==> src/rtl/ibuf_fill_ctrl.sv <==
// ibuf_fill_ctrl: input-buffer fill sequencer.
// Accepts one tile of DDR beats over valid/ready and regroups each beat into bank-major order.
// Writes each regrouped beat to all banks at a linearly incrementing address.
// Signals completion to the tile scheduler when the tile is finished.
// Optional feature macro: IBUF_FILL_PERF_CNT_EN enables the stall_cycles performance counter.
module ibuf_fill_ctrl #(
    parameter int unsigned DDR_BANDWIDTH = 512,
    parameter int unsigned NUM_BANKS     = 8,
    parameter int unsigned DATA_WIDTH    = 8,
    parameter int unsigned ADDR_WIDTH    = 10,
    parameter int unsigned BEATS_W       = 16
) (
    input  logic                     clk,
    input  logic                     reset,
    input  logic                     start,
    input  logic [ADDR_WIDTH-1:0]    base_addr,
    input  logic [BEATS_W-1:0]       num_beats,
    output logic                     busy,
    output logic                     done,
    input  logic [DDR_BANDWIDTH-1:0] ddr_data,
    input  logic                     ddr_valid,
    output logic                     ddr_ready,
    output logic [NUM_BANKS-1:0]     bank_wr_en,
    output logic [ADDR_WIDTH-1:0]    bank_wr_addr,
    output logic [DDR_BANDWIDTH-1:0] bank_wr_data,
    output logic [BEATS_W-1:0]       stall_cycles
);

    localparam int unsigned RATIO = DDR_BANDWIDTH / (NUM_BANKS * DATA_WIDTH);

    localparam logic [1:0] ST_IDLE  = 2'd0;
    localparam logic [1:0] ST_FILL  = 2'd1;
    localparam logic [1:0] ST_DRAIN = 2'd2;
    localparam logic [1:0] ST_DONE  = 2'd3;

    logic [1:0]               state_q, state_d;
    logic [ADDR_WIDTH-1:0]    base_q;
    logic [ADDR_WIDTH-1:0]    offset_q;
    logic [BEATS_W-1:0]       remaining_q;
    logic                     wr_en_q;
    logic [ADDR_WIDTH-1:0]    wr_addr_q;
    logic [DDR_BANDWIDTH-1:0] wr_data_q;
    logic [DDR_BANDWIDTH-1:0] shuffled;
    logic                     start_acc;
    logic                     accept;

    assign start_acc    = (state_q == ST_IDLE) && start;
    assign ddr_ready    = (state_q == ST_FILL) && (remaining_q != '0);
    assign accept       = ddr_valid && ddr_ready;
    assign busy         = (state_q != ST_IDLE);
    assign done         = (state_q == ST_DONE);
    assign bank_wr_en   = {NUM_BANKS{wr_en_q}};
    assign bank_wr_addr = wr_addr_q;
    assign bank_wr_data = wr_data_q;

    // Bank-major regroup: element k of bank j moves from slot k*NUM_BANKS+j to slot j*RATIO+k
    always_comb begin
        shuffled = '0;
        for (int unsigned j = 0; j < NUM_BANKS; j++) begin
            for (int unsigned k = 0; k < RATIO; k++) begin
                shuffled[(j*RATIO+k)*DATA_WIDTH +: DATA_WIDTH] =
                    ddr_data[(k*NUM_BANKS+j)*DATA_WIDTH +: DATA_WIDTH];
            end
        end
    end

    // State register
    always_ff @(posedge clk) begin
        if (reset) begin
            state_q <= ST_IDLE;
        end else begin
            state_q <= state_d;
        end
    end

    // Next-state logic
    always_comb begin
        state_d = state_q;
        case (state_q)
            ST_IDLE:  if (start) state_d = (num_beats != '0) ? ST_FILL : ST_DONE;
            ST_FILL:  if (accept && (remaining_q == BEATS_W'(1))) state_d = ST_DRAIN;
            ST_DRAIN: state_d = ST_DONE;
            ST_DONE:  state_d = ST_IDLE;
            default:  state_d = ST_IDLE;
        endcase
    end

    // Tile counters and the one-deep bank write register
    always_ff @(posedge clk) begin
        if (reset) begin
            base_q      <= '0;
            offset_q    <= '0;
            remaining_q <= '0;
            wr_en_q     <= 1'b0;
            wr_addr_q   <= '0;
            wr_data_q   <= '0;
        end else begin
            if (start_acc) begin
                base_q      <= base_addr;
                offset_q    <= '0;
                remaining_q <= num_beats;
            end else if (accept) begin
                offset_q    <= offset_q + ADDR_WIDTH'(1);
                remaining_q <= remaining_q - BEATS_W'(1);
            end
            wr_en_q <= accept;
            if (accept) begin
                wr_addr_q <= base_q + offset_q;
                wr_data_q <= shuffled;
            end
        end
    end

`ifdef IBUF_FILL_PERF_CNT_EN
    logic [BEATS_W-1:0] stall_q;

    // Saturating count of FILL cycles where the controller was ready but no beat arrived
    always_ff @(posedge clk) begin
        if (reset) begin
            stall_q <= '0;
        end else if (start_acc) begin
            stall_q <= '0;
        end else if (ddr_ready && !ddr_valid && (stall_q != '1)) begin
            stall_q <= stall_q + BEATS_W'(1);
        end
    end

    assign stall_cycles = stall_q;
`else
    assign stall_cycles = '0;
`endif

endmodule

==> config.mk <==
export PLATFORM = sky130hd
export DESIGN_NAME = ibuf_fill_ctrl
export DESIGN_NICKNAME = d
export VERILOG_FILES = /design/src/rtl/ibuf_fill_ctrl.sv
export SDC_FILE = /design/constraint.sdc
export NUM_CORES = 1
export LEC_CHECK = 0
export BUFFER_PORTS_ARGS = -buffer_cell sky130_fd_sc_hd__clkbuf_2
export CAP_MARGIN = 5
export CELL_PAD_IN_SITES_DETAIL_PLACEMENT = 1
export CELL_PAD_IN_SITES_GLOBAL_PLACEMENT = 1
export CORE_AREA = 2 2 427 429
export CTS_CLUSTER_SIZE = 8
export DETAILED_ROUTE_END_ITERATION = 12
export DIE_AREA = 0 0 429 431
export PLACE_DENSITY = 0.4
export SYNTH_ARGS = -nofsm -noshare
export SYNTH_HDL_FRONTEND = slang
export SYNTH_SLANG_ARGS = --single-unit
==> constraint.sdc <==
create_clock -name clk -period 3.1 [get_ports clk]
set_input_delay 0.465 -clock clk [delete_from_list [all_inputs] [get_ports clk]]
set_output_delay 0.465 -clock clk [all_outputs]
set_load 0.03 [all_outputs]
== Word-level counts from Yosys, hierarchy flattened ==
Index checks and enable logic that the tools add are counted.
Word-level totals
  input bits: 542
  output and inout port bits: 549
  logic and storage cells: 33
  bits in registers: 561
Operators by class
  add/subtract/negate cells: 3
  reduce and logical (&&, ||, !) cells: 11
  equal/unequal tests: 6
  multiplexer cells: 6
Operators with widths (count)
  16-bit two-way mux: 2
  16-bit nonzero test: 2
  16-bit by 1-bit == test with 1-bit output (second input constant): 1
  16-bit by 1-bit subtractor with 16-bit output (second input constant): 1
  10-bit by 1-bit adder with 10-bit output (second input constant): 1
  10-bit adder: 1
  2-bit case mux with 4 select lines: 1
  2-bit two-way mux: 3
  2-bit == test (second input constant): 2
  1-bit logical AND: 4
  2-bit nonzero test: 2
  2-bit by 1-bit == test with 1-bit output (second input constant): 1
  2-bit logical NOT: 1
  2-bit by 1-bit inequality test with 1-bit output (second input constant): 1
  2-bit inequality test (second input constant): 1
  2-bit AND reduction: 1
  2-bit OR reduction: 1

== Longest topological paths before layout ==
  depth after elaboration: 6
  mapped depth: 10
  depth with buffers taken out: 7

== Worst setup path before layout ==
OpenSTA, ideal clock, no wires.
  path type: register to register
  from: register remaining_q[2]
  to: register state_q[0]
  buffers on the path: 1
  required time: 3.013 ns
  arrival: 2.295 ns
  stages on the path, launching flop included: 7
  setup time: 0.087 ns
  period minus slack after synthesis: 2.382 ns
  setup slack: 0.718 ns
  path through: dfxtp_1 or4_4 or3_1 buf_2 o41a_1 or4_1 o31ai_1
On the way
  word-level cells in the longest chain between the ends: 6
  elaborated cells between the ends (all ways): 7
  those cells by class: 2 x eq/ne; 5 x reduce/logical
Ends and longest elaborated chain
  start, declared: line 39  | logic [BEATS_W-1:0] remaining_q;
  start signal, assigned: line 101  | remaining_q <= num_beats;
  start signal, assigned: line 104  | remaining_q <= remaining_q - BEATS_W'(1);
  16-bit nonzero test: line 48  | assign ddr_ready = (state_q == ST_FILL) && (remaining_q != '0);
  1-bit logical AND: line 48
  1-bit logical AND: line 49  | assign accept = ddr_valid && ddr_ready;
  1-bit logical AND *: line 81  | ST_FILL: if (accept && (remaining_q == BEATS_W'(1))) state_d = ST_DRAIN;
  2-bit by 1-bit inequality test with 1-bit output (no source line) *
  2-bit AND reduction (no source line) *
  end signal, assigned: line 72  | state_q <= state_d;
  end, declared: line 36  | logic [1:0] state_q, state_d;
Every way passes the cells marked *; elsewhere a longest branch is shown, timed or not.
A chain may end at the register's enable or synchronous reset.

== Final worst setup path ==
  from: register remaining_q[2]
  to: output port ddr_ready
On the way
  word-level cells in the longest chain between the ends: 2
Ends and longest elaborated chain
  16-bit nonzero test: line 48
  1-bit logical AND: line 48
  end, declared: line 22  | output logic ddr_ready,
Every way passes these cells.

==> summary.log <==
[cts] Setup Buffers After CTS 0
[floorplan] height of the die 431 um
[floorplan] num rows 156
[sta] final cycle utilization of the critical path 94.4%
[synth] Netlist Area Pre-Place 20,400 um2
[synth] share of the yosys chip area belonging to registers 55.1%
[critical_path] endpoint class of the critical path output pin
[cts] clock tree from TritonCTS built
[sta] count of final hold-check violations 0
[sta] normalized max-slew margin 41.9%
[min_path] type of the tightest min-delay check in2reg
[pwr] Max VDD drop 0.338 mV
[floorplan] effective utilization at floorplan 11.3%
[critical_path] slowest cell delay on critical path 590 ps
[critical_path] cell chain of the critical path or4_4, nor3_4, buf_6, nand3_1, and2_1, clkbuf_2
[cts] CTS sink cnt 561
[placed_design] Placed Area 28,600 um2
[layout] Area Growth Syn to Fin 74.3%
[route] Initial DRC Count 742
[sta] setup repair after global routing missed its margin no
[synth] number of register bits inferred by synthesis 561
[cts] H-tree level count 3
[critical_path] kind of critical path reg2out
[synth] number of instances in the synthesized netlist 2,574
[placed_design] routability congestion estimate from global placement 0.809
[floorplan] width of the die 429 um
[cts] Root Buffer sky130_fd_sc_hd__clkbuf_16
[cts] maximum clock path buffer count 3
[critical_path] CP arrival 2460 ps
[sta] final max-slew violation count 0
[synth] distinct cell type count of the synthesized netlist 46
[floorplan] Core Area 180,000 um2
[synth] count of flip-flops with a built-in enable after synthesis 0
[route] post-detailed-route DRC marker count 0
[floorplan] Total Die Area 185,000 um2
[sta] actual slew at the worst max-slew pin 871 ps
[pwr] Total Power 25.6 mW
[sta] post-route setup TNS 0 ps
[job] number of maximum-capacitance violations 0
[pwr] P per Cell Area 719 nW/um2
[synth] post-synthesis async set-or-reset flop share 0%
[grt] vias in the first global route 24,249
[route] per-cell via count in the routed design 3.60
[synth] Mean Syn Cell Area 7.93 um2
[placed_design] IO Port Bufs 1,074
[critical_path] combined buffer and inverter count along the critical path 2
[placed_design] half-perimeter wire length of the detailed placement result 102,000 um
[cts] register clock-pin slew on the reported worst setup and hold paths 50 ps
[sta] Setup Skew 16.6 ps
[sta] maximum frequency from static timing analysis 0.342 GHz
[pwr] leakage 14.8 nW
[cts] Skew-Pair Late Insertion Delay 690 ps
[floorplan] I/O pin count 1,091
[critical_path] crit path launch type flip-flop
[grt] final global-route overflow total 0
[critical_path] slowest cell on the critical path sky130_fd_sc_hd__or4_4
[critical_path] critical path's top delay family simple AND/OR/NAND/NOR gates
[grt] number of antenna violations at the first check in global routing 47
[status] result of the run finished, final reports clean
[cts] total clock buffers created by CTS 82
[sta] number of endpoints failing setup at the final stage 0
[route] count of vias placed by the detailed router 23,290
[synth] Yosys warnings 0
[route] detail-routed net length per standard cell 19.9 um
[layout] ratio of cells with drive above 1 in the final layout 30.5%
[route] Antenna Nets Post-Route 0
[route] WL final 129,000 um
[grt] pin count of the biggest net entering global routing 88
[grt] GRT Overall Usage 13.4%
[layout] final standard cell area without fillers 35,600 um2
[sta] final critical-path required period 2930 ps
[critical_path] required time of the critical path 2630 ps
[critical_path] maximum fanout along the worst path 10
[grt] global-route wire length before repair 180,000 um
[route] first-pass iteration count of the detailed router 4
[synth] most used flip-flop cell after synthesis sky130_fd_sc_hd__dfxtp_1
[layout] Total Nets Final 4,633
-- report_power, final --
group | internal (mW) | leakage (nW) | switching, mW
clock | 4.91 | 1.10 | 3.58
combinational | 2.53 | 9.10 | 5.70
sequential | 8.22 | 4.56 | 0.605
-- flip-flops by register name (all words and copies together), names as in the netlist --
register,flops
bank_wr_data,512
remaining_q,16
bank_wr_addr,10
base_q,10
offset_q,10
state_q,2
wr_en_q,1
-- cell type report --
type                            instances  area (um2)
Fill cell                           21613      145000
Sequential cell                       561       11200
Timing Repair Buffer                 1614       10900
Multi-Input combinational cell       1806        8150
Tap cell                             2370        2970
Clock buffer                           94        2150
Clock inverter                          7         108
Antenna cell                           14        35.0
Inverter                                8        30.0
-- cells in the final DEF, fill, tap and decap left out, types with 7 or more instances in the layout --
cell type	instances
sky130_fd_sc_hd__clkbuf_1	8
sky130_fd_sc_hd__a31oi_1	7
sky130_fd_sc_hd__nand3_1	8
sky130_fd_sc_hd__buf_12	23
sky130_fd_sc_hd__a211oi_1	17
sky130_fd_sc_hd__o21ai_0	7
sky130_fd_sc_hd__nor2_1	29
sky130_fd_sc_hd__inv_1	8
sky130_fd_sc_hd__clkbuf_2	1073
sky130_fd_sc_hd__a21oi_1	540
sky130_fd_sc_hd__ha_1	17
sky130_fd_sc_hd__xnor2_1	26
sky130_fd_sc_hd__clkbuf_16	83
sky130_fd_sc_hd__diode_2	14
sky130_fd_sc_hd__or3_1	7
sky130_fd_sc_hd__conb_1	16
sky130_fd_sc_hd__nand2_1	1066
sky130_fd_sc_hd__buf_4	51
sky130_fd_sc_hd__dlygate4sd3_1	465
sky130_fd_sc_hd__dfxtp_1	561
-- per-stage QoR --
| step | utilization [%] | worst slack [ps] | hold slack [ps] | cells |
|---|---|---|---|---|
| global placement | 15.9 | 380 | 441 | 5894 |
| detailed placement | 15.9 | 297 | 446 | 5894 |
| finish | 19.7 | 175 | 83.1 | 6474 |
| floorplan | - | 718 | 441 | 2589 |
| global route | 19.7 | 20.8 | 42.0 | 6470 |
| CTS | 19.7 | 21.2 | 0.0386 | 6460 |
-- cell families (layout without fill, tap and decap cells) --
group                    count (synthesis)  count (layout)  share of synthesized area (%)
flip-flops                             561             561                           55.1
adder cells (fa/ha/maj)                 18              18                           1.14
other                                    1              30                         0.0184
AND/OR/NAND/NOR                       1153            1153                           22.0
XOR/XNOR                                26              26                           1.12
buffers and inverters                  222            1723                           5.48
AO/OA/AOI/OAI                          592             592                           15.1
multiplexers                             1               1                         0.0491
-- synthesized netlist by cell type (2+ instances only) --
cell	count	area, um2
sky130_fd_sc_hd__ha_1	17	213
sky130_fd_sc_hd__nand4_1	4	25.0
sky130_fd_sc_hd__a211oi_1	17	128
sky130_fd_sc_hd__or3_1	7	43.8
sky130_fd_sc_hd__buf_6	4	45.0
sky130_fd_sc_hd__buf_4	62	465
sky130_fd_sc_hd__xnor2_1	26	228
sky130_fd_sc_hd__and4_1	2	17.5
sky130_fd_sc_hd__o31ai_1	3	22.5
sky130_fd_sc_hd__a31oi_1	8	50.1
sky130_fd_sc_hd__a311oi_1	4	35.0
sky130_fd_sc_hd__clkbuf_1	130	488
sky130_fd_sc_hd__dfxtp_1	561	11200
sky130_fd_sc_hd__nor4b_1	2	17.5
sky130_fd_sc_hd__nand3_1	8	40.0
sky130_fd_sc_hd__and2_1	4	25.0
sky130_fd_sc_hd__or4_1	5	37.5
sky130_fd_sc_hd__nor3b_1	2	15.0
sky130_fd_sc_hd__nor4_1	7	43.8
sky130_fd_sc_hd__a2111oi_0	2	17.5
sky130_fd_sc_hd__a21oi_1	540	2700
sky130_fd_sc_hd__nor3_1	5	25.0
sky130_fd_sc_hd__nor2b_1	2	12.5
sky130_fd_sc_hd__buf_2	17	85.1
sky130_fd_sc_hd__and3_1	5	31.3
sky130_fd_sc_hd__nand2_1	1066	4000
sky130_fd_sc_hd__inv_1	8	30.0
sky130_fd_sc_hd__o21ai_0	7	35.0
sky130_fd_sc_hd__nor2_1	29	109
sky130_fd_sc_hd__a21o_1	4	30.0
-- tightest hold or removal path: cells and delay by family --
family	cells	cell delay, ps
buf+inv	1	120
simple gates	1	70
compound gates	1	50
-- final timing paths --
check               startpoint           endpoint  slack (ps)  cells after the start
min reg2reg  bank_wr_data[172]  bank_wr_data[172]         450                      2
max             remaining_q[2]          ddr_ready         170                      6
min              ddr_data[481]  bank_wr_data[313]          80                      3
max reg2reg     remaining_q[2]   bank_wr_data[73]         320                      8
-- what timing repair did --
item / 4_1_cts / 5_1_grt
resized for setup: 4 / 1
endpoints found under the hold margin: 465 / 0
hold buffers: 465 / 0
endpoints found under the setup margin: 1 / 1
-- layer usage --
metal	track usage [%]	wire, um	up-vias
met3	3.17	6560	195
met2	23.2	63700	625
met1	16.1	54300	11107
li1	-	-	11329
met4	5.23	4380	34
met5	0	220	-
(Power assumes the default switching activity.)
